**src/rtl/apb_slot_guard_if.sv**
```systemverilog
// Purpose: APB3 link between the MSS fabric master port and the slot guard.
// Latency: wires only.
// Backpressure: MSSPREADY stretches the access phase; MSSPSLVERR flags a failed transfer.
// Ports: MSSPSEL/MSSPENABLE/MSSPWRITE/MSSPADDR/MSSPWDATA come from the master;
//        MSSPRDATA/MSSPREADY/MSSPSLVERR return to it.
interface apb_slot_guard_if;
    logic        MSSPSEL;
    logic        MSSPENABLE;
    logic        MSSPWRITE;
    logic [31:0] MSSPADDR;
    logic [31:0] MSSPWDATA;
    logic [31:0] MSSPRDATA;
    logic        MSSPREADY;
    logic        MSSPSLVERR;

    modport master (
        output MSSPSEL, MSSPENABLE, MSSPWRITE, MSSPADDR, MSSPWDATA,
        input  MSSPRDATA, MSSPREADY, MSSPSLVERR
    );

    modport slave (
        input  MSSPSEL, MSSPENABLE, MSSPWRITE, MSSPADDR, MSSPWDATA,
        output MSSPRDATA, MSSPREADY, MSSPSLVERR
    );
endinterface

```
**src/rtl/apb_slot_guard.sv**
```systemverilog
// Purpose: APB3 slot decoder with a hung-slave timeout, decode-error response and fault STATUS/IRQ.
// Latency: zero added cycles on the normal path; a timeout ends the access phase after TIMEOUT+2 cycles.
// Backpressure: slot PREADY passes straight to the master; STATUS and unmapped slots answer with zero waits.
// Ports: FAB_CLK/M2F_RESET_N clock and async active-low reset; mss is the master-facing APB3 link;
//        S_* fan out to NUM_SLOTS peripherals (shared enable/write/addr/wdata, per-slot sel/ready/err/rdata);
//        BUS_ERR_IRQ is high while either fault sticky bit is set.
module apb_slot_guard #(
    parameter int NUM_SLOTS = 4,
    parameter int SLOT_LSB  = 8,
    parameter int TIMEOUT   = 64
) (
    input  logic                      FAB_CLK,
    input  logic                      M2F_RESET_N,
    apb_slot_guard_if.slave           mss,
    output logic [NUM_SLOTS-1:0]      S_PSEL,
    output logic                      S_PENABLE,
    output logic                      S_PWRITE,
    output logic [SLOT_LSB-1:0]       S_PADDR,
    output logic [31:0]               S_PWDATA,
    input  logic [NUM_SLOTS-1:0]      S_PREADY,
    input  logic [NUM_SLOTS-1:0]      S_PSLVERR,
    input  logic [32*NUM_SLOTS-1:0]   S_PRDATA,
    output logic                      BUS_ERR_IRQ
);

    typedef enum logic [1:0] {IDLE, SETUP, ACCESS, ABORT} state_t;

    localparam logic [3:0] STATUS_IDX  = 4'(NUM_SLOTS);
    localparam logic [7:0] TIMEOUT_CNT = 8'(TIMEOUT);

    state_t      state, state_nxt;
    logic [7:0]  wait_cnt, wait_cnt_nxt;

    // STATUS fields, kept as separate registers
    logic        to_sticky, to_sticky_nxt;
    logic        de_sticky, de_sticky_nxt;
    logic [3:0]  fault_slot, fault_slot_nxt;
    logic [7:0]  to_count, to_count_nxt;
    logic [31:0] status_word;

    logic [3:0]  idx;
    logic        is_periph, is_status, is_unmapped;
    logic        live, access, in_xfer, timed_out;
    logic        slot_rdy, slot_err;
    logic [31:0] slot_rdata;
    logic        mss_rdy, mss_err;
    logic [31:0] mss_rdata;
    logic        unused_addr_bits;

    assign idx         = mss.MSSPADDR[SLOT_LSB+3:SLOT_LSB];
    assign is_periph   = idx <  STATUS_IDX;
    assign is_status   = idx == STATUS_IDX;
    assign is_unmapped = idx >  STATUS_IDX;

    // Reset gates every master/slave-facing response immediately, not at the next edge.
    assign live    = M2F_RESET_N & mss.MSSPSEL;
    assign access  = mss.MSSPSEL & mss.MSSPENABLE;
    // From IDLE the first access cycle is spent in SETUP, so both states run the access logic.
    assign in_xfer = (state == SETUP) || (state == ACCESS);

    assign unused_addr_bits = ^{mss.MSSPADDR[31:SLOT_LSB+4]};

    assign status_word = {14'b0, to_sticky, de_sticky, 4'b0, fault_slot, to_count};
    assign BUS_ERR_IRQ = to_sticky | de_sticky;

    // Shared slave-side signals are pure pass-through.
    assign S_PENABLE = mss.MSSPENABLE;
    assign S_PWRITE  = mss.MSSPWRITE;
    assign S_PADDR   = mss.MSSPADDR[SLOT_LSB-1:0];
    assign S_PWDATA  = mss.MSSPWDATA;

    // Response mux from the addressed slot (loop avoids indexing past NUM_SLOTS).
    always_comb begin
        slot_rdy   = 1'b0;
        slot_err   = 1'b0;
        slot_rdata = '0;
        for (int i = 0; i < NUM_SLOTS; i++) begin
            if (idx == 4'(i)) begin
                slot_rdy   = S_PREADY[i];
                slot_err   = S_PSLVERR[i];
                slot_rdata = S_PRDATA[32*i +: 32];
            end
        end
    end

    // Select is one-hot by construction and withdrawn while the abort response is given.
    always_comb begin
        S_PSEL = '0;
        for (int i = 0; i < NUM_SLOTS; i++) begin
            S_PSEL[i] = live && is_periph && (idx == 4'(i)) && (state != ABORT);
        end
    end

    always_comb begin
        mss_rdy   = 1'b0;
        mss_err   = 1'b0;
        mss_rdata = '0;
        if (live) begin
            if (state == ABORT) begin
                mss_rdy = 1'b1;
                mss_err = 1'b1;
            end else if (is_periph) begin
                mss_rdy   = slot_rdy;
                mss_err   = slot_err;
                mss_rdata = slot_rdata;
            end else if (is_status) begin
                mss_rdy   = 1'b1;
                mss_rdata = status_word;
            end else begin
                mss_rdy = 1'b1;
                mss_err = 1'b1;
            end
        end
    end

    assign mss.MSSPREADY  = mss_rdy;
    assign mss.MSSPSLVERR = mss_err;
    assign mss.MSSPRDATA  = mss_rdata;

    // A slave answering in the very cycle the budget runs out still wins.
    assign timed_out = in_xfer && access && is_periph && !slot_rdy && (wait_cnt == TIMEOUT_CNT);

    always_comb begin
        state_nxt    = state;
        wait_cnt_nxt = wait_cnt;
        unique case (state)
            IDLE: begin
                if (mss.MSSPSEL && !mss.MSSPENABLE) begin
                    state_nxt = SETUP;
                end
            end
            SETUP, ACCESS: begin
                if (!mss.MSSPSEL) begin
                    // master gave up mid-transfer: drop back without recording a fault
                    state_nxt    = IDLE;
                    wait_cnt_nxt = '0;
                end else if (!access) begin
                    // setup cycle of a back-to-back transfer
                    state_nxt    = ACCESS;
                    wait_cnt_nxt = '0;
                end else if (mss_rdy) begin
                    // PSEL is still high here; a released bus is caught from SETUP next cycle
                    state_nxt    = SETUP;
                    wait_cnt_nxt = '0;
                end else if (timed_out) begin
                    state_nxt    = ABORT;
                    wait_cnt_nxt = '0;
                end else begin
                    state_nxt    = ACCESS;
                    wait_cnt_nxt = wait_cnt + 8'd1;
                end
            end
            ABORT: begin
                state_nxt = mss.MSSPSEL ? SETUP : IDLE;
            end
            default: begin
                state_nxt    = IDLE;
                wait_cnt_nxt = '0;
            end
        endcase
    end

    // Clearing write is applied first so a fault landing in the same cycle survives it.
    always_comb begin
        to_sticky_nxt  = to_sticky;
        de_sticky_nxt  = de_sticky;
        fault_slot_nxt = fault_slot;
        to_count_nxt   = to_count;
        if (in_xfer && access && is_status && mss.MSSPWRITE) begin
            to_sticky_nxt  = 1'b0;
            de_sticky_nxt  = 1'b0;
            fault_slot_nxt = '0;
            to_count_nxt   = '0;
        end
        if (timed_out) begin
            to_sticky_nxt  = 1'b1;
            fault_slot_nxt = idx;
            if (to_count != 8'hFF) begin
                to_count_nxt = to_count + 8'd1;
            end
        end
        if (in_xfer && access && is_unmapped) begin
            de_sticky_nxt  = 1'b1;
            fault_slot_nxt = idx;
        end
    end

    always_ff @(posedge FAB_CLK or negedge M2F_RESET_N) begin
        if (!M2F_RESET_N) begin
            state      <= IDLE;
            wait_cnt   <= '0;
            to_sticky  <= 1'b0;
            de_sticky  <= 1'b0;
            fault_slot <= '0;
            to_count   <= '0;
        end else begin
            state      <= state_nxt;
            wait_cnt   <= wait_cnt_nxt;
            to_sticky  <= to_sticky_nxt;
            de_sticky  <= de_sticky_nxt;
            fault_slot <= fault_slot_nxt;
            to_count   <= to_count_nxt;
        end
    end

endmodule

```
**src/flat_wrapper.sv**
```systemverilog
// flat-port wrapper written by rule: the top's interface ports become plain ports
module apb_slot_guard_flat 
#(
    parameter int NUM_SLOTS = 4,
    parameter int SLOT_LSB  = 8,
    parameter int TIMEOUT   = 64
)
  (FAB_CLK, M2F_RESET_N, S_PSEL, S_PENABLE, S_PWRITE, S_PADDR, S_PWDATA, S_PREADY, S_PSLVERR, S_PRDATA, BUS_ERR_IRQ, mss_MSSPSEL, mss_MSSPENABLE, mss_MSSPWRITE, mss_MSSPADDR, mss_MSSPWDATA, mss_MSSPRDATA, mss_MSSPREADY, mss_MSSPSLVERR);
  apb_slot_guard_if mss_i ();
  input  logic FAB_CLK;
  input  logic M2F_RESET_N;
  output logic [NUM_SLOTS-1:0] S_PSEL;
  output logic S_PENABLE;
  output logic S_PWRITE;
  output logic [SLOT_LSB-1:0] S_PADDR;
  output logic [31:0] S_PWDATA;
  input  logic [NUM_SLOTS-1:0] S_PREADY;
  input  logic [NUM_SLOTS-1:0] S_PSLVERR;
  input  logic [32*NUM_SLOTS-1:0] S_PRDATA;
  output logic BUS_ERR_IRQ;
  input wire logic [$bits(mss_i.MSSPSEL)-1:0] mss_MSSPSEL;
  input wire logic [$bits(mss_i.MSSPENABLE)-1:0] mss_MSSPENABLE;
  input wire logic [$bits(mss_i.MSSPWRITE)-1:0] mss_MSSPWRITE;
  input wire logic [$bits(mss_i.MSSPADDR)-1:0] mss_MSSPADDR;
  input wire logic [$bits(mss_i.MSSPWDATA)-1:0] mss_MSSPWDATA;
  output wire logic [$bits(mss_i.MSSPRDATA)-1:0] mss_MSSPRDATA;
  output wire logic [$bits(mss_i.MSSPREADY)-1:0] mss_MSSPREADY;
  output wire logic [$bits(mss_i.MSSPSLVERR)-1:0] mss_MSSPSLVERR;
  assign mss_i.MSSPSEL = mss_MSSPSEL;
  assign mss_i.MSSPENABLE = mss_MSSPENABLE;
  assign mss_i.MSSPWRITE = mss_MSSPWRITE;
  assign mss_i.MSSPADDR = mss_MSSPADDR;
  assign mss_i.MSSPWDATA = mss_MSSPWDATA;
  assign mss_MSSPRDATA = mss_i.MSSPRDATA;
  assign mss_MSSPREADY = mss_i.MSSPREADY;
  assign mss_MSSPSLVERR = mss_i.MSSPSLVERR;
  apb_slot_guard #(.NUM_SLOTS(NUM_SLOTS), .SLOT_LSB(SLOT_LSB), .TIMEOUT(TIMEOUT)) u_core (.FAB_CLK(FAB_CLK), .M2F_RESET_N(M2F_RESET_N), .mss(mss_i), .S_PSEL(S_PSEL), .S_PENABLE(S_PENABLE), .S_PWRITE(S_PWRITE), .S_PADDR(S_PADDR), .S_PWDATA(S_PWDATA), .S_PREADY(S_PREADY), .S_PSLVERR(S_PSLVERR), .S_PRDATA(S_PRDATA), .BUS_ERR_IRQ(BUS_ERR_IRQ));
endmodule
```
**config.mk**
```make
export PLATFORM = sky130hd
export DESIGN_NAME = apb_slot_guard_flat
export DESIGN_NICKNAME = d
export VERILOG_FILES = /design/src/rtl/apb_slot_guard_if.sv /design/src/rtl/apb_slot_guard.sv /design/src/flat_wrapper.sv
export SDC_FILE = /design/constraint.sdc
export NUM_CORES = 1
export LEC_CHECK = 0
export BUFFER_PORTS_ARGS = -buffer_cell sky130_fd_sc_hd__buf_2
export CAP_MARGIN = 20
export CORE_AREA = 2 2 111 113
export CTS_BUF_LIST = sky130_fd_sc_hd__clkbuf_4
export CTS_CLUSTER_SIZE = 24
export DETAILED_ROUTE_END_ITERATION = 10
export DIE_AREA = 0 0 113 115
export RECOVER_POWER = 50
export SLEW_MARGIN = 20
export SYNTH_ARGS = -nofsm -noshare
export SYNTH_HDL_FRONTEND = slang
export SYNTH_SLANG_ARGS = --single-unit
```
**constraint.sdc**
```tcl
create_clock -name FAB_CLK -period 2.29 [get_ports FAB_CLK]
set_input_delay 0.1145 -clock FAB_CLK [delete_from_list [all_inputs] [get_ports FAB_CLK]]
set_output_delay 0.1145 -clock FAB_CLK [all_outputs]
set_load 0.01 [all_outputs]
```
==> impl_metrics.tcl <==
set metrics [dict create \
    synth_seq_area_share_pct 20.6 \
    start_util_pct 24.7 \
    grt-busiest-layer "met2" \
    cts_root_buf "clkbuf_4" \
    cp_slowest_stage_delay_ns 0.46 \
    die_h_um 115 \
    synth-compound-area-share_pct 18.8 \
    async_flop_share_pct 100 \
    ys_ff_latch 24 \
    power_frac_comb_pct 46.5 \
    grt.overflow.total 0 \
    rrSetupSlack_ns 0.22 \
    grt_usage_pct 14.1 \
    p_sw_share_pct 35.8 \
    syn_nets 543 \
    grt_pass1_wl_mm 14.7 \
    yosys_warnings 0 \
    critPathBufInv 2 \
    min_path_type "input port to flip-flop" \
    rsz0062_at_grt "false" \
    required_ns 2.18 \
    ys.flop_type "dfrtp_1" \
    yosysUniqueCellTypes 46 \
    drt_first_iter_violations 96 \
    endpoint_kind "output pin" \
    slew_headroom_pct 10.6 \
    synth_edf_count 0 \
    dieWidth_um 113 \
    status "complete, but fails checks" \
    grt_pass1_vias 3077 \
    final_nets 684 \
    wl_per_cell_um 15.7 \
    maxCapViolations 0 \
    critPathKind "flip-flop to output pin" \
    yosys.area_share.simple_pct 19.0 \
    holdPathStages 4 \
    antenna_left 0 \
    use_met3_pct 1.27 \
    antenna_found_initial 0 \
    period_share_pct 94.5 \
    synthCells 332 \
    slowest_stage "or3_4" \
    numCtsBuffers 3 \
    final_cell_mix "182 x buf_2, 30 x a211oi_1, 24 x nor2_1, 24 x dfrtp_1, 21 x mux2i_1" \
    cp_cell_sequence "ha_1 > or3_4 > buf_4 > a211oi_1 > buf_2" \
    design_area_um2 3800 \
    cp.depth 5 \
    met1_usage_pct 15.8 \
    worstSkewPairLatency_ns 0.33 \
    ios 286 \
    vias 3050 \
    internal_power_w 0.00102 \
    synth_top_family_by_area "multiplexers" \
    synthXorXnorAreaFrac_pct 1.20 \
    first_pass_iters 8 \
    worst_slew_pin_slew_ns 1.34 \
    cp_max_fo 15 \
    setup_slack_ns 0.125 \
    switching_power_w 0.000570 \
    avgSynthCellArea_um2 8.77 \
    holdWs_ns 0.0814 \
    rows 40 \
    area.growth.synth_to_final_pct 30.6 \
    core_area_um2 11800 \
    syn_area_um2 2910 \
    num_antenna_cells 0 \
    cts_sinks 24 \
    synthAdderAreaFrac_pct 2.58 \
    dp_hpwl_mm 7.91 \
    p_leak_nw 1.90 \
    fin_crit_ns 2.16 \
    vias_per_cell 4.93 \
    p_per_area_nw_per_um2 419 \
    finClkSkew_ns 0.00412 \
    dieArea_um2 13000 \
    grt_max_degree 55 \
    drc 20 \
    clk_pin_slew_ns 0.14 \
    tns_ns 0 \
    drive_gt1_share_pct 49.2 \
    met2_usage_pct 27.3 \
    gp_congestion 0.850 \
    slew_violations 0 \
    ir_worst_vdd_uv 268 \
    io_buffer_count 185 \
    cts_buffer_depth 2 \
    placed_area_um2 3710 \
    synth.area.mux_share_pct 21.6 \
    seq_power_share_pct 33.5 \
    hold_viol 0 \
    reg2reg_depth 7 \
    fmaxAchievable_ghz 0.462 \
    startpoint_type "flip-flop" \
    violations "design-rule violations" \
    final-setup-viol-count 0 \
    critPathTopFamily "simple AND/OR/NAND/NOR gates" \
    power_frac_clock_pct 20.0 \
    dpl_worst_slack_ns 0.00766 \
    htree_num_levels 1 \
    final_common_cell "buf_2" \
    wl_mm 9.72 \
    cts_tree "built" \
    arrival_ns 2.05 \
]
## cell families after synthesis
logic type,Yosys count
buf+inv,78
fa+ha+maj,6
mux,40
flops,24
compound gates,76
simple gates,104
xor+xnor,4
## area by class of cell
| cell class | instances | area (µm²) |
|---|---|---|
| clock buffers | 3 | 22.5 |
| clock inverters | 1 | 30.0 |
| fillers | 1274 | 8010 |
| inverters | 12 | 45.0 |
| multi-input cells | 230 | 1860 |
| flip-flops and latches | 24 | 601 |
| well taps | 147 | 184 |
| repair buffers | 202 | 1060 |
## Yosys cell counts, types with 2 or more instances
cell type	n	area, µm²
a211oi_1	30	225
a21o_1	5	37.5
a21oi_1	2	10.0
a22oi_1	14	105
and2_1	17	106
and3_1	3	18.8
buf_2	7	35.0
buf_4	43	323
clkbuf_1	13	48.8
dfrtp_1	24	601
ha_1	6	75.1
inv_1	11	41.3
mux2i_1	21	210
mux4_2	18	405
nand2_1	20	75.1
nand3_1	10	50.1
nor2_1	24	90.1
nor2b_1	3	18.8
nor3_1	8	40.0
nor3b_1	4	30.0
nor4_1	3	18.8
nor4b_1	2	17.5
o211ai_1	3	22.5
o21ai_0	12	60.1
o31ai_1	2	15.0
or2_2	5	31.3
xnor2_1	2	17.5
xor2_1	2	17.5
## worst reg2reg max path, stage by stage (launching register included)
cell      delay, ns
dfrtp_1        0.42
inv_1          0.11
ha_1           0.14
nor4bb_2       0.26
nand2_1        0.13
or4_4          0.55
a22o_1         0.20
a21o_1         0.17
## flip-flops by register name, summed over array words and instances, names as in the netlist
register           count
u_core.de_sticky       1
u_core.to_sticky       1
u_core.to_count        8
u_core.fault_slot      4
u_core.state           2
u_core.wait_cnt        8
## worst paths after layout
check	startpoint	end
max in group asynchronous	M2F_RESET_N	u_core.de_sticky$_DFFE_PN0P_
min	mss_MSSPWRITE	u_core.de_sticky$_DFFE_PN0P_
min in group asynchronous	M2F_RESET_N	u_core.wait_cnt[5]$_DFFE_PN0N_
min reg2reg	u_core.fault_slot[2]$_DFFE_PN0P_	u_core.fault_slot[2]$_DFFE_PN0P_
max reg2reg	u_core.wait_cnt[0]$_DFFE_PN0N_	u_core.to_count[4]$_DFF_PN0_
max	u_core.state[0]$_DFFE_PN0P_	mss_MSSPRDATA[21]
## power by group through the flow
stage | clock [W] | combinational, W | sequential, W
after global placement | 0 | 0.000705 | 0.000543
final | 0.000319 | 0.000740 | 0.000533
after floorplan | 0 | 0.000515 | 0.000528
after detailed placement | 0 | 0.000730 | 0.000545
after CTS | 0.000322 | 0.000747 | 0.000535
after global routing | 0.000339 | 0.000838 | 0.000544
## per-layer routing
layer | part of all wire, % | routed length [µm]
met2 | 52 | 5020
met1 | 38 | 3650
met4 | 2.7 | 265
met3 | 8.1 | 791
met5 | 0 | 0
## metrics by stage
| stage | total power [W] | cells | utilization, % |
|---|---|---|---|
| 5_1_grt | 0.00172 | 619 | 32.2 |
| 6_report | 0.00159 | 619 | 32.2 |
| 3_5_place_dp | 0.00127 | 612 | 31.4 |
| 4_1_cts | 0.00160 | 619 | 32.1 |
| 2_1_floorplan | 0.00104 | 332 | - |
| 3_3_place_gp | 0.00125 | 612 | 31.4 |
## what timing repair did
action | CTS | global route
hold buffers | 1 | 0
setup buffers | 2 | 0
endpoints found under the hold margin | 24 | 0
pin swaps | 1 | 1
setup endpoints to repair | 15 | 5
gates resized for setup | 1 | 3
(Power assumes the default switching activity.)
